==> src/rtl/pipeif_queue.sv <==
// Instruction-fetch stage: owns the fetch PC, issues one request at a time to a
// variable-latency memory, and buffers returned instructions in a small queue.
module pipeif_queue #(
  parameter int              WIDTH    = 32,
  parameter int              DEPTH    = 4,
  parameter logic [WIDTH-1:0] RESET_PC = '0
) (
  input  logic             clock,
  input  logic             reset,
  input  logic [1:0]       pcsource,
  input  logic [WIDTH-1:0] bpc,
  input  logic [WIDTH-1:0] rpc,
  input  logic [WIDTH-1:0] jpc,
  output logic             imem_req,
  output logic [WIDTH-1:0] imem_addr,
  input  logic             imem_ack,
  input  logic [WIDTH-1:0] imem_rdata,
  input  logic             id_ready,
  output logic             if_valid,
  output logic [WIDTH-1:0] inst,
  output logic [WIDTH-1:0] pc,
  output logic [WIDTH-1:0] pc4
);

  localparam int AW = (DEPTH > 1) ? $clog2(DEPTH) : 1;
  localparam int CW = AW + 1;
  localparam logic [CW-1:0] DEPTH_C = CW'(DEPTH);

  typedef enum logic [1:0] {
    IDLE  = 2'd0,
    FETCH = 2'd1,
    DRAIN = 2'd2
  } state_t;

  state_t           state_reg, state_next;
  logic [WIDTH-1:0] fpc_reg, fpc_next;
  logic [WIDTH-1:0] drain_reg, drain_next;
  logic [AW-1:0]    wr_ptr_reg, rd_ptr_reg;
  logic [CW-1:0]    count_reg;

  logic [WIDTH-1:0] pc_mem   [DEPTH];
  logic [WIDTH-1:0] inst_mem [DEPTH];

  logic             redirect;
  logic [WIDTH-1:0] target;
  logic             push;
  logic             pop;
  logic [CW-1:0]    count_after_push;

  assign redirect = (pcsource != 2'b00);
  assign pop      = (count_reg != '0) && id_ready;
  assign count_after_push = count_reg + CW'(1) - (pop ? CW'(1) : CW'(0));

  always_comb begin
    target = bpc;
    case (pcsource)
      2'b01:   target = bpc;
      2'b10:   target = rpc;
      2'b11:   target = jpc;
      default: target = bpc;
    endcase
  end

  always_comb begin
    state_next = state_reg;
    fpc_next   = fpc_reg;
    drain_next = drain_reg;
    push       = 1'b0;
    imem_req   = 1'b0;
    imem_addr  = fpc_reg;
    case (state_reg)
      IDLE: begin
        if (redirect) begin
          fpc_next = target;
        end else if (count_reg < DEPTH_C) begin
          state_next = FETCH;
        end
      end
      FETCH: begin
        imem_req = 1'b1;
        if (redirect) begin
          fpc_next = target;
          if (imem_ack) begin
            state_next = FETCH;
          end else begin
            // The in-flight request must still complete; remember its address.
            state_next = DRAIN;
            drain_next = fpc_reg;
          end
        end else if (imem_ack) begin
          push       = 1'b1;
          fpc_next   = fpc_reg + WIDTH'(4);
          state_next = (count_after_push < DEPTH_C) ? FETCH : IDLE;
        end
      end
      DRAIN: begin
        imem_req  = 1'b1;
        imem_addr = drain_reg;
        if (redirect) begin
          fpc_next = target;
        end
        if (imem_ack) begin
          state_next = FETCH;
        end
      end
      default: state_next = IDLE;
    endcase
  end

  always_ff @(posedge clock) begin
    if (reset) begin
      state_reg  <= IDLE;
      fpc_reg    <= RESET_PC;
      drain_reg  <= '0;
      wr_ptr_reg <= '0;
      rd_ptr_reg <= '0;
      count_reg  <= '0;
    end else begin
      state_reg <= state_next;
      fpc_reg   <= fpc_next;
      drain_reg <= drain_next;
      if (redirect) begin
        wr_ptr_reg <= '0;
        rd_ptr_reg <= '0;
        count_reg  <= '0;
      end else begin
        if (push) wr_ptr_reg <= wr_ptr_reg + AW'(1);
        if (pop)  rd_ptr_reg <= rd_ptr_reg + AW'(1);
        case ({push, pop})
          2'b10:   count_reg <= count_reg + CW'(1);
          2'b01:   count_reg <= count_reg - CW'(1);
          default: count_reg <= count_reg;
        endcase
      end
    end
  end

  always_ff @(posedge clock) begin
    if (push) begin
      pc_mem[wr_ptr_reg]   <= fpc_reg;
      inst_mem[wr_ptr_reg] <= imem_rdata;
    end
  end

  assign if_valid = (count_reg != '0);
  assign inst     = if_valid ? inst_mem[rd_ptr_reg] : '0;
  assign pc       = if_valid ? pc_mem[rd_ptr_reg] : '0;
  assign pc4      = if_valid ? (pc_mem[rd_ptr_reg] + WIDTH'(4)) : '0;

endmodule

==> config.mk <==
export PLATFORM = sky130hd
export DESIGN_NAME = pipeif_queue
export DESIGN_NICKNAME = d
export VERILOG_FILES = /design/src/rtl/pipeif_queue.sv
export SDC_FILE = /design/constraint.sdc
export NUM_CORES = 1
export LEC_CHECK = 0
export ABC_AREA = 1
export ABC_CLOCK_PERIOD_IN_PS = 4300
export BUFFER_PORTS_ARGS = -buffer_cell sky130_fd_sc_hd__buf_4
export CAP_MARGIN = 40
export CORE_MARGIN = 1.5
export CORE_UTILIZATION = 52
export CTS_CLUSTER_DIAMETER = 100
export DETAILED_ROUTE_END_ITERATION = 8
export GPL_ROUTABILITY_DRIVEN = 0
export PLACE_DENSITY = 0.81
export SLEW_MARGIN = 0
export SYNTH_ARGS = -nofsm -noshare
export SYNTH_HDL_FRONTEND = slang
export SYNTH_SLANG_ARGS = --single-unit
==> constraint.sdc <==
create_clock -name clock -period 4.3 [get_ports clock]
set_input_delay 0.86 -clock clock [delete_from_list [all_inputs] [get_ports clock]]
set_output_delay 0.86 -clock clock [all_outputs]
set_load 0.005 [all_outputs]
# == Yosys cells after proc, flatten, opt, wreduce, memory -nomap -nowiden ==
# Memories as Yosys holds them, arrays and structs flattened. A register that Yosys moved wholly into a read port is not among the register bits.
# Cells that the tools add are included.
# totals
mem_bits_rw,256
in_bits,134
latch_bits,0
out_inout_bits,130
mem_bits_ro,0
elab_cells,70
mem_count,2
reg_bits,73
# memory_table
name,words,width,rd,rd_ports_with_merged_regs,write_ports,line_no,rtl
inst_mem,4,32,1,1,1,42,logic [WIDTH-1:0] inst_mem [DEPTH];
pc_mem,4,32,1,1,1,41,logic [WIDTH-1:0] pc_mem [DEPTH];
# op_classes
bitwise_logic,1
n_eq_ne,11
n_reduce_logical,12
n_shift,0
addsub,7
div,0
mul,0
mux,29
n_lt_le_gt_ge,2
# ops
cell,count
$mux 32,7
$pmux 32 s2,2
$add 32x3->32 const B,2
$mux 2,10
$eq 2x2->1 const B,4
$mux 1,8
$lt 3x3->1 const B,2
$ne 2x2->1 const B,3
$pmux 2 s3,1
$pmux 3 s2,1
$reduce_and 3->1,2
$reduce_bool 2->1,3
$reduce_or 2->1,3
$add 2x1->2 const B,2
$eq 2x1->1 const B,2
$reduce_and 4->1,1
$add 3x1->3 const B,1
$ne 3x3->1 const B,1
$reduce_bool 3->1,1
$sub 3x1->3,1
$sub 3x1->3 const B,1
$logic_not 2->1,1
$ne 2x1->1 const B,1
$logic_and 1x1->1,1
$not 1->1,1

# == Depth between registers and ports, before layout ==
# Gate-level depths: netlist of run 1.
# depth
word_depth,9
depth_mapped,16

# == Worst setup path after synthesis of run 1 ==
# No wires, ideal clock.
# synth_timing
path_type,input -> register
start,input pcsource[1]
end,"memory inst_mem[0][0], enable pin"
slack_ns,-0.275
arrival_time_ns,4.089
setup_ns,0.487
required_time_ns,3.813
cell_stages,3
cell_sequence,nor2_1 -> nand3_1 -> nor2_1
# synth_via
elab_chain_cells,5
# synth_lines
element,line_no,rtl
"start, declared",10,"input logic [1:0] pcsource,"
$reduce_bool 2->1,50,assign redirect = (pcsource != 2'b00);
$mux 1,81,if (redirect) begin
$mux 1,71,case (state_reg)
$mux 1,139,if (push) begin
$mux 1 (not written as such),141,inst_mem[wr_ptr_reg] <= imem_rdata;
"end, declared",42,
# No other way between the ends.

==> results of run 1 <==
[report_power, final]
part           switching [W]  total (W)  internal (W)  leakage [nW]
Combinational       0.000369   0.000634      0.000264          4.64
Clock                0.00121    0.00281       0.00160         0.519
Sequential          0.000117    0.00366       0.00354          2.94
[metrics by stage]
stage	worst slack, ps	cells	hold WS [ps]	TNS (ps)	util [%]
global route	11.5	2603	518	0	64.2
finish	183	2603	482	0	64.2
global placement	519	2537	454	0	60.5
floorplan	-275	1959	444	-70470	-
detailed placement	402	2540	466	0	60.7
CTS	56.3	2602	482	0	64.2
[logic make-up after synthesis]
kind of cell	Yosys count	share of synthesized area, %
xor gates and xnor gates	14	0.746
and+or+nand+nor	1045	25.8
DFF	331	55.9
buffers and inverters	221	5.84
AOI/OAI and AO/OA	334	10.7
adders and majority gates	14	1.07
[cell type report]
class / instances / area [um^2]
clock buffer: 39 / 870
clock inverter: 23 / 218
fill: 2483 / 11000
inverter: 123 / 472
multi-input combinational: 1407 / 6340
sequential: 331 / 9190
tap: 396 / 495
timing repair buffer: 284 / 2220
[critical path, stage by stage (launching register included)]
cell and delay [ps]:
dfxtp_2 350, buf_4 430, buf_4 600, nand3_1 150, nand2_1 250, nand2_1 110, nor2_1 140, nand2_1 80
nor2_1 200, nand2_1 90, nand2_1 60, nand2_1 50, nor2_1 80, buf_4 120
[cells in the final DEF, fill, tap and decap left out, types with 2 or more instances in the layout]
| cell type | count |
|---|---|
| dfxtp_1 | 73 |
| nor2_2 | 15 |
| ha_1 | 13 |
| bufinv_16 | 2 |
| nor2_1 | 305 |
| buf_12 | 5 |
| and3_1 | 2 |
| a22oi_1 | 3 |
| nand4_1 | 19 |
| clkbuf_16 | 34 |
| clkinv_8 | 2 |
| nor4_1 | 3 |
| edfxtp_1 | 256 |
| clkinv_4 | 2 |
| o22ai_1 | 3 |
| xor2_1 | 13 |
| a211oi_1 | 3 |
| nand2_1 | 548 |
| nand2_2 | 13 |
| inv_1 | 118 |
| buf_4 | 277 |
| nor2_4 | 8 |
| a21oi_1 | 126 |
| clkinvlp_4 | 3 |
| clkinv_1 | 9 |
| a31oi_1 | 13 |
| a22o_1 | 7 |
| nor3_1 | 13 |
| o21ai_0 | 171 |
| inv_2 | 2 |
| clkbuf_1 | 5 |
| nand3_1 | 118 |
| o211ai_1 | 2 |
| o21ai_1 | 2 |
| clkinv_2 | 5 |
[worst max path at each step]
stage / endpoint / depth (start not counted) / slack, ps
after CTS: pc4[18] / 15 / 60
after detailed placement: pc4[18] / 15 / 400
after floorplan: inst_mem[0][0] / 3 / -280
after global placement: pc4[18] / 15 / 520
after global routing: pc4[31] / 13 / 10
final: pc4[31] / 13 / 180
[metal layers]
layer,part of all wire [%],vias up,GRT usage (%),wire [um]
met5,0,-,0,0
met1,39,6664,35.7,18000
met3,10,114,4.82,4780
li1,-,6995,-,-
met4,3.4,0,10.9,1540
met2,47,812,45.6,21300
[what timing repair did]
action / CTS / global route
resized for setup: 1 / 1
hold endpoints to repair: 0 / 0
endpoints found under the setup margin: 6 / 6
pin swaps: 0 / 0
setup buffers: 0 / 1
==> out/metrics.yaml, run 1 <==
outcome: "completed"
n_antenna_cell: 0
tightest_slew_ps: 892
grt_max_degree: 87
final_hold_viol_count: 0
die_h_um: 181
grt_use_total_pct: 27.4
clk_pin_slew_worst_paths_ps: 60
hp-class: "reg -> reg"
synth-edff-count: 256
postCtsHoldBufs: 0
holdPathStages: 1
syn_nets: 2107
htree_levels: 2
synth_area_per_cell_um2: 8.39
r2r_cells: 8
area.growth.synth_to_final_pct: 20.5
fp.dieW_um: 181
io_pins: 264
grt_pass1_vias: 14100
wl_per_cell_um: 17.5
slew_headroom_pct: 40.5
synth_top_flop_cell: "edfxtp_1"
cts_buffers: 34
peakVddDrop_mv: 0.233
antenna_found_initial: 1
p_leak_nw: 8.10
ys_ff_latch: 331
synthArstFlopShare_pct: 0
drive_above_1_share_pct: 17.1
fin_nets: 2329
dieArea_um2: 32700
netlist_instances: 1959
critPathKind: "reg -> out"
hold_path.startpoint: "rd_ptr_reg[0]"
required_ps: 3440
critPathMaxFanout: 47
rsz0062_at_grt: "no"
clockBufferDepth: 3
synth.most_common_cell: "nand2_1"
yosysTopAreaCell: "edfxtp_1"
cts-root-buf: "clkbuf_16"
cts_tree: "built"
fin_crit_ps: 4120
drt_first_pass_iters: 6
worstSetupEndpointType: "output port"
cp-start-kind: "flop"
hold_end: "rd_ptr_reg[0]"
postRouteAntennaNets: 0
ys_top_cells_by_area: "edfxtp_1 47%, nand2_1 13%, dfxtp_1 9.1%"
fmax_mhz: 243
worstSkewPairLatency_ps: 520
synth_common_cells: "548 x nand2_1, 310 x nor2_1, 256 x edfxtp_1, 171 x o21ai_0, 126 x a21oi_1"
setup_viol: 0
r2r_end: "fpc_reg[30]"
fin_crit_sh_pct: 95.7
r2r-start: "state_reg[0]"
placed_area_um2: 18700
initialDrtViolationCount: 1667
core-area_um2: 30800
largestRegisters: "inst_mem: 128 flops, pc_mem: 128 flops"
grt_pass1_wl_um: 71600
cp.arrival_ps: 3260
io_buffers: 263
stdcell_area_um2: 19800
wirelength_um: 45600
ys_seq_area_share_pct: 55.9
reg2reg_slack_ps: 1590
p_per_area_nw_per_um2: 359
fin_skew_ps: 15.0
synth_top_area_share_pct: 46.8
start_util_pct: 53.3
rows: 64
drc_errors: 0
power.total_w: 0.00711
synth_area_um2: 16400
maxCapViolations: 0
gr-total-overflow: 0
maxSlewViolCount: 0
ys_warn_count: 0
viasPerCell: 5.60
via_count: 14600
hpwl_um: 31200
cts.sinks: 331
synth_cell_type_count: 39
(Power assumes the default switching activity.)
==> run 2, diff against run 1 <==
==> constraint.sdc (replaced) <==
create_clock -name clock -period 4.3 [get_ports clock]
set_input_delay 0.86 -clock clock [delete_from_list [all_inputs] [get_ports clock]]
set_output_delay 0.86 -clock clock [all_outputs]
set_load 0.02 [all_outputs]
==> out/metrics.yaml, run 2 (synthesized netlist as in run 1, its figures left out) <==
maxSlewViolCount: 0  # unchanged
mostFrequentLayoutCells: "548 x nand2_1, 305 x nor2_1, 280 x buf_4"
critPathKind: "reg -> out"
peakVddDrop_mv: 0.296  # +27%
hp-class: "in -> reg"
tightest_slew_ps: 919  # +27.3 ps
io_pins: 264  # unchanged
io_buffers: 263  # unchanged
seq_area_um2: 9190  # unchanged
rows: 64  # unchanged
cts-root-buf: "clkbuf_16"
worstSkewPairLatency_ps: 580  # +60 ps
grt_use_total_pct: 27.3  # -0.10 points
fin_crit_ps: 4130  # +11.2 ps
area.growth.synth_to_final_pct: 19.8
die_h_um: 181  # unchanged
p_leak_nw: 8.05  # -0.61%
drt_first_pass_iters: 8  # +2
stdcell_area_um2: 19700  # -0.57%
hpwl_um: 31800  # +2.1%
routed.top_layer: "met4"
fmax_mhz: 242  # -0.27%
drc_errors: 0  # unchanged
p_per_area_nw_per_um2: 357  # -0.52%
path_cells: "clkinv_2 -> buf_4 -> nand2_1 -> nand3_1 -> nand2_1 -> nor2_2 -> nand2_1 -> nor2_1 -> nand3_1 -> nand2_1 -> nand2_1 -> nor2_1 -> buf_4"
fin_nets: 2328  # -0.043%
power.total_w: 0.00703  # -1.1%
cp.arrival_ps: 3270  # about the same
core-area_um2: 30800  # unchanged
htree_levels: 1  # -1
outcome: "completed"
grt_pass1_wl_um: 71300  # -0.46%
critPathMaxFanout: 58  # +23%
drive_above_1_share_pct: 16.9  # -0.21 points
grt_max_degree: 69  # -21%
max_stage_delay_ps: 490  # -110 ps
setup_viol: 0  # unchanged
largestRegisters: "inst_mem: 128 flops, pc_mem: 128 flops"
placed_area_um2: 18700  # about the same
antenna_found_initial: 0  # -1
slew_headroom_pct: 38.6  # -1.8 points
worstSetupEndpointType: "output port"
gr-total-overflow: 0  # unchanged
maxCapViolations: 0  # unchanged
cp-start-kind: "flop"
viasPerCell: 5.68  # +1.4%
clk_pin_slew_worst_paths_ps: 60  # about the same
wirelength_um: 46000  # +0.94%
slowest_stage: "buf_4"
routed-wl-met2_um: 21900  # +2.8%
path_common_cell: "nand2_1"
wl_met3_um: 4290  # -10%
fp.dieW_um: 181  # unchanged
crit_family: "simple AND/OR/NAND/NOR gates"
n_antenna_cell: 0  # unchanged
fin_skew_ps: 27.3  # +12.3 ps
hold_ws_ps: 481  # -1.26 ps
final_hold_viol_count: 0  # unchanged
multiInputGateArea_um2: 6340  # unchanged
filler_cell_count: 2500  # +0.68%
initialDrtViolationCount: 1568  # -5.9%
grt_pass1_vias: 13800  # -2.1%
cts_buffers: 31  # -8.8%
required_ps: 3440  # about the same
path_buf_inv: 3  # unchanged
via_count: 14800  # +1.3%
postRouteAntennaNets: 0  # unchanged
cts.sinks: 331  # unchanged
start_util_pct: 53.3  # unchanged
wl_met1_um: 18200  # +1.1%
clockBufferDepth: 3  # unchanged
dieArea_um2: 32700  # unchanged
wl_per_cell_um: 17.7  # +1.0%
final_common_cell: "nand2_1"
rsz0062_at_grt: "no"
fin_crit_sh_pct: 96.0  # +0.26 points
cts_tree: "built"
-- run 2: cell types whose count changed in the layout (fill, tap and decap cells not counted), moves of 2 or more --
cell,before,now
clkbuf_16,34,31
clkbuf_1,5,9
clkinvlp_4,3,1
clkinv_8,2,0
clkinvlp_2,0,2
buf_6,0,2
buf_12,5,3
buf_4,277,280
-- run 2: stage by stage --
stage | utilization [%] | setup slack (ps) | setup TNS, ps | cells
2_1_floorplan | - | -275 | -70470 | 1959
3_3_place_gp | 60.4 | 806 | 0 | 2539
3_5_place_dp | 60.6 | 750 | 0 | 2541
4_1_cts | 63.8 | 117 | 0 | 2599
5_1_grt | 63.9 | 33.1 | 0 | 2601
6_report | 63.9 | 172 | 0 | 2601
-- run 2: worst register-to-register path: stages, from the launching register on --
cell	delay [ps]
dfxtp_1	400
inv_1	100
ha_1	220
inv_1	140
nor2_1	80
o21ai_0	170
nand2_1	430
nor2_1	820
o21ai_0	210
a21oi_1	170
-- run 2: path summary, 6_finish.rpt --
check,startpoint,end,slack (ps),cells after the start
setup reg to reg,state_reg[1],fpc_reg[30],1490,9
hold reg to reg,rd_ptr_reg[0],flop,480,1
setup / recovery,flop,pc4[20],170,13
hold / removal,imem_rdata[4],inst_mem[0][4],480,1
-- run 2: timing repair --
action / CTS / global route
buffers inserted: 0 / 1
gates resized for setup: 0 / 3
endpoints found under the hold margin: 0 / 0
hold buffers: 0 / 0
endpoints found under the setup margin: 0 / 10
-- run 2: cell type report --
class | instances | area share (%)
Inverter | 123 | 2.38
Multi-Input combinational cell | 1407 | 32.2
Timing Repair Buffer | 286 | 11.2
Sequential cell | 331 | 46.7
Clock inverter | 18 | 0.902
Tap cell | 396 | 2.52
Clock buffer | 40 | 4.11
-- run 2: power by group --
part | switching (W) | leakage, nW | internal [W]
logic | 0.000430 | 4.63 | 0.000267
clock network | 0.00116 | 0.472 | 0.00151
registers | 0.000121 | 2.94 | 0.00354
total | 0.00171 | 8.05 | 0.00532
-- run 2: layer usage --
layer	up-vias	GRT usage, %
li1	6982	-
met1	6856	35.7
met2	810	45.9
met3	127	4.45
met4	0	10.2
met5	-	0
